$ cat config.mk
export PLATFORM = sky130hd
export DESIGN_NAME = wide_to_narrow_flat
export DESIGN_NICKNAME = d
export VERILOG_FILES = /design/src/rtl/wide_to_narrow_if.sv /design/src/rtl/wide_to_narrow.sv /design/src/flat_wrapper.sv
export SDC_FILE = /design/constraint.sdc
export NUM_CORES = 1
export LEC_CHECK = 0
export BUFFER_PORTS_ARGS = -buffer_cell sky130_fd_sc_hd__buf_2
export CORE_MARGIN = 2
export CORE_UTILIZATION = 46
export DETAILED_ROUTE_END_ITERATION = 8
export PLACE_DENSITY = 0.7
export SYNTH_ARGS = -nofsm -noshare
export SYNTH_HDL_FRONTEND = slang
export SYNTH_SLANG_ARGS = --single-unit
$ cat constraint.sdc
create_clock -name clk -period 6.73 [get_ports clk]
set_input_delay 1.346 -clock clk [delete_from_list [all_inputs] [get_ports clk]]
set_output_delay 1.346 -clock clk [all_outputs]
set_load 0.005 [all_outputs]
$ cat src/rtl/wide_to_narrow_if.sv
// Purpose: valid/ready stream bundle (data, per-byte keep, frame last) for wide_to_narrow.
// Latency: none, wires only.
// Backpressure: a transfer happens on a cycle where val & rdy are both high.
// Ports (signals): val/data/keep/last flow master->slave; rdy flows slave->master.
interface wide_to_narrow_if #(
    parameter int DATA_W = 64,
    parameter int KEEP_W = DATA_W / 8
);
    logic              val;
    logic [DATA_W-1:0] data;
    logic [KEEP_W-1:0] keep;
    logic              last;
    logic              rdy;

    modport master (output val, output data, output keep, output last, input rdy);
    modport slave  (input val, input data, input keep, input last, output rdy);
endinterface

$ cat src/rtl/wide_to_narrow.sv
// Purpose: serialise one wide line of IN_DATA_ELS elements into narrow beats, highest element first.
// Latency: first beat one cycle after the line is accepted; one beat per cycle sustained.
// Backpressure: dst rdy low freezes every output and state; src rdy only rises on the final beat.
// Ports: clk, rst (sync, active high); src = wide line slave side; dst = narrow beat master side.
//        On a frame's last line, emission stops after the last element whose successor keep is zero.
module wide_to_narrow #(
    parameter int OUT_DATA_W  = 64,
    parameter int OUT_KEEP_W  = OUT_DATA_W / 8,
    parameter int IN_DATA_ELS = 4
) (
    input  logic              clk,
    input  logic              rst,
    wide_to_narrow_if.slave   src,
    wide_to_narrow_if.master  dst
);
    localparam int IDX_W = (IN_DATA_ELS > 1) ? $clog2(IN_DATA_ELS) : 1;
    localparam logic [IDX_W-1:0] IDX_TOP = IDX_W'(IN_DATA_ELS - 1);

    typedef enum logic {
        READY  = 1'b0,
        OUTPUT = 1'b1
    } state_t;

    state_t                             state, state_nxt;
    logic [IN_DATA_ELS*OUT_DATA_W-1:0]  line_data;
    logic [IN_DATA_ELS*OUT_KEEP_W-1:0]  line_keep;
    logic                               line_last;
    logic [IDX_W-1:0]                   idx;
    logic [IDX_W-1:0]                   idx_m1;

    logic                               load;
    logic                               dec;
    logic                               src_rdy_c;
    logic                               dst_val_c;
    logic                               end_line;
    logic [OUT_KEEP_W-1:0]              next_keep;

    // idx_m1 is only meaningful when idx > 0; clamp so the slice stays in range.
    assign idx_m1    = (idx == '0) ? '0 : idx - 1'b1;
    assign next_keep = line_keep[int'(idx_m1)*OUT_KEEP_W +: OUT_KEEP_W];

    // The line ends at element 0, or early on a frame's last line once the next element is empty.
    // The top element is always emitted because the test looks one element ahead.
    assign end_line  = (idx == '0) || (line_last && (next_keep == '0));

    always_comb begin
        state_nxt = state;
        load      = 1'b0;
        dec       = 1'b0;
        src_rdy_c = 1'b0;
        dst_val_c = 1'b0;
        case (state)
            READY: begin
                src_rdy_c = 1'b1;
                if (src.val) begin
                    load      = 1'b1;
                    state_nxt = OUTPUT;
                end
            end
            OUTPUT: begin
                dst_val_c = 1'b1;
                if (dst.rdy) begin
                    if (end_line) begin
                        // Accept the next line on the final beat so lines chain without a bubble.
                        src_rdy_c = 1'b1;
                        if (src.val) begin
                            load = 1'b1;
                        end else begin
                            state_nxt = READY;
                        end
                    end else begin
                        dec = 1'b1;
                    end
                end
            end
            default: state_nxt = READY;
        endcase
    end

    always_ff @(posedge clk) begin
        if (rst) begin
            state     <= READY;
            idx       <= IDX_TOP;
            line_keep <= '0;
            line_last <= 1'b0;
        end else begin
            state <= state_nxt;
            if (load) begin
                idx       <= IDX_TOP;
                line_keep <= src.keep;
                line_last <= src.last;
            end else if (dec) begin
                idx <= idx - 1'b1;
            end
        end
    end

    // Line data carries no control meaning, so it is left out of reset.
    always_ff @(posedge clk) begin
        if (load) begin
            line_data <= src.data;
        end
    end

    assign src.rdy  = src_rdy_c;
    assign dst.val  = dst_val_c;
    assign dst.data = line_data[int'(idx)*OUT_DATA_W +: OUT_DATA_W];
    assign dst.keep = line_keep[int'(idx)*OUT_KEEP_W +: OUT_KEEP_W];
    assign dst.last = (state == OUTPUT) && line_last && end_line;
endmodule

$ cat src/flat_wrapper.sv
// flat-port wrapper written by rule: the top's interface ports become plain ports
module wide_to_narrow_flat 
#(
    parameter int OUT_DATA_W  = 64,
    parameter int OUT_KEEP_W  = OUT_DATA_W / 8,
    parameter int IN_DATA_ELS = 4
)
  (clk, rst, src_val, src_data, src_keep, src_last, src_rdy, dst_val, dst_data, dst_keep, dst_last, dst_rdy);
  wide_to_narrow_if #(.DATA_W((4)*(64)), .KEEP_W((4)*(8))) src_i ();
  wide_to_narrow_if #(.DATA_W((64)), .KEEP_W((8))) dst_i ();
  input  logic clk;
  input  logic rst;
  input wire logic [$bits(src_i.val)-1:0] src_val;
  input wire logic [$bits(src_i.data)-1:0] src_data;
  input wire logic [$bits(src_i.keep)-1:0] src_keep;
  input wire logic [$bits(src_i.last)-1:0] src_last;
  output wire logic [$bits(src_i.rdy)-1:0] src_rdy;
  output wire logic [$bits(dst_i.val)-1:0] dst_val;
  output wire logic [$bits(dst_i.data)-1:0] dst_data;
  output wire logic [$bits(dst_i.keep)-1:0] dst_keep;
  output wire logic [$bits(dst_i.last)-1:0] dst_last;
  input wire logic [$bits(dst_i.rdy)-1:0] dst_rdy;
  assign src_i.val = src_val;
  assign src_i.data = src_data;
  assign src_i.keep = src_keep;
  assign src_i.last = src_last;
  assign src_rdy = src_i.rdy;
  assign dst_val = dst_i.val;
  assign dst_data = dst_i.data;
  assign dst_keep = dst_i.keep;
  assign dst_last = dst_i.last;
  assign dst_i.rdy = dst_rdy;
  wide_to_narrow #(.OUT_DATA_W(OUT_DATA_W), .OUT_KEEP_W(OUT_KEEP_W), .IN_DATA_ELS(IN_DATA_ELS)) u_core (.clk(clk), .rst(rst), .src(src_i), .dst(dst_i));
endmodule
==> metrics <==
status complete, no violations; Fmax ~230 MHz; Top FF cell, synth edfxtp_1; PortBufs between 300 and 400; Final setup violation count 0; CP arrival 3.09 ns; CP cell instances buf_4 -> ha_1 -> nand4b_1 -> a32oi_2 -> o22a_1 -> buf_2; Total Die Area 0.0256 mm²; Via density ~4.9; Top Ports about 370; synthesized cell area around 0.011 mm²; Critical Path RT about 5.4 ns; sequential area share after synthesis 0.750; power per cell area 293 mW/mm²; Hold Violations, Final 0; largest net degree at the start of global routing 145; Die Y approximately 160 µm; clk root buf clkbuf_16; Starting Density 0.465; CTS tree yes; Non-Filler Instances approximately 1.3k; RSZ-0062 raised after global routing false; Routability Congestion between 0.7 and 0.8; pre-CTS WS around 2.6 ns; post-DP HPWL 17.2 mm; Die Width between 150 and 200 µm; GRT Util Overall 0.188; Rows 57; Inserted Clock Buffers 31; area of the core ~0.024 mm²; critical path type reg -> out; synthesis-stage register bit count approximately 290; grt total ovfl 0; Area Growth Syn to Fin 28.1%; Avg Inst Size Synth approximately 21 µm²; vias in the first global route roughly 6.6k; Worst Tran Pin Value ~0.83 ns; Resize count post-CTS 0; hold buffer count at CTS 0; crit path launch type flip-flop; post-route antenna net violation count 0; Crit path largest cell delay 0.64 ns; placed cell area 0.0134 mm²; H-tree lvl count 1; DR vias 6,195; initial antenna violation count 5; Layout Cell Area excl Fill about 0.014 mm²; # Post-CTS Setup Buffers 0; Mapped Cells approximately 530; DRT iter0 DRCs about 520; post-synth cell types 31; total wire length ~25 mm; # fillers around 1.9k; Rel. slew slack 0.446; yosys warns 0; Worst-Skew Late Latency ~0.56 ns; Synth area leader edfxtp_1; Clock Sinks around 300; post-route setup slack 2.29 ns; Crit path max-delay family buffers and inverters; leakage between 5 and 6 nW; TNS Setup 0 ns; worst vdd rail ir drop about 260 µV; Inst Count DP 1,193; slowest CP cell dfxtp_4; Final nets roughly 1.2k; commonest non-fill, non-tap cell in the layout buf_2; commonest non-fill, non-tap cells in the layout buf_2 (367), edfxtp_1 (256), mux4_2 (70); ys async rst share 0; CP Capture Type primary output; Slew Viols, Final 0; top post-synthesis cells by area edfxtp_1 (69%), mux4_2 (14%), dfxtp_1 (6.4%); Multi-input gate area about 0.0026 mm²; share of cells above drive strength 1 0.526; WL/cell 19.6 µm; first-pass GRT wire length 37.0 mm; register area between 0.008 and 0.009 mm²; Worst Clk Skew 0.0109 ns; drt first pass iters 4; worst path bufs/invs 2; Post-Syn Nets around 800; Reg clk slew, reported paths 0.06 ns; final period utilization 0.660; worst hold slack 0.493 ns; number of synthesized flops with an enable pin between 200 and 300; crit path time final around 4.4 ns; Remaining DRCs 0; worst hold path class reg -> reg; top cell type's share of synthesized area 0.685; Max Cap Viol 0; R2R Setup Slk between 2 and 3 ns; Bufs on Longest Clock Path 3; worst-path maximum fanout 46
path summary, 6_finish.rpt:
kind | start | end | cells past startpoint
max | u_core.idx[1] | src_rdy | 6
min | u_core.line_keep[8] | u_core.line_keep[8] | 2
max reg2reg | u_core.idx[1] | u_core.line_data[173] | 6
min reg2reg | u_core.line_keep[8] | u_core.line_keep[8] | 2
layer usage:
| layer | global-route usage | vias to the layer above | wire length [µm] | share of wire |
|---|---|---|---|---|
| met2 | 0.336 | 232 | 12700 | 0.52 |
| met5 | 0 | - | 23 | 0.00094 |
| met3 | 0.0494 | 39 | 1670 | 0.068 |
| met4 | 0.0561 | 4 | 580 | 0.024 |
| met1 | 0.226 | 3032 | 9610 | 0.39 |
| li1 | - | 2888 | - | - |
kinds of logic after synthesis:
group | after synthesis | share of synthesized area
buffers and inverters | 32 | 0.0166
flip-flops | 292 | 0.750
AO/OA/AOI/OAI | 8 | 0.00625
multiplexers | 105 | 0.175
adder cells (fa/ha/maj) | 3 | 0.00335
AND/OR/NAND/NOR | 85 | 0.0493
cell type report:
class / count / area share
antenna: 3 / 0.000523
clock buffer: 36 / 0.0553
clock inverter: 20 / 0.0143
inverter: 5 / 0.00131
multi-input combinational: 201 / 0.183
sequential: 292 / 0.586
tap: 324 / 0.0282
timing repair buffer: 371 / 0.132
worst register-to-register path, stage by stage, from the launching register on:
cell and delay [ns]:
dfxtp_4 0.64, buf_4 0.65, ha_1 0.37, nand4b_1 0.12, a32oi_2 0.41, o221a_4 0.73
buf_12 0.63
synthesized netlist by cell type, types with 4 or more instances:
cell type	count
mux2i_1	33
nor3_1	4
clkbuf_1	15
buf_2	5
dfxtp_1	36
edfxtp_1	256
nor4_1	4
inv_1	5
nand2b_1	62
or2b_1	5
mux4_2	70
metrics by stage:
stage / utilization / power (mW)
global placement: 0.554 / 2.58
floorplan: - / 2.40
CTS: 0.596 / 4.26
global route: 0.596 / 4.36
detailed placement: 0.554 / 2.59
finish: 0.596 / 4.21
flip-flops by register name (all words and copies together) (netlist names):
register,cells
u_core.line_last,1
u_core.line_data,256
u_core.state,1
u_core.line_keep,32
u_core.idx,2
power by group:
| group | leakage [nW] | internal, mW | switching (mW) |
|---|---|---|---|
| Combinational | 2.42 | 0.210 | 0.170 |
| Sequential | 2.71 | 2.11 | 0.0524 |
| Clock | 0.488 | 0.994 | 0.670 |
(Power assumes the default switching activity.)
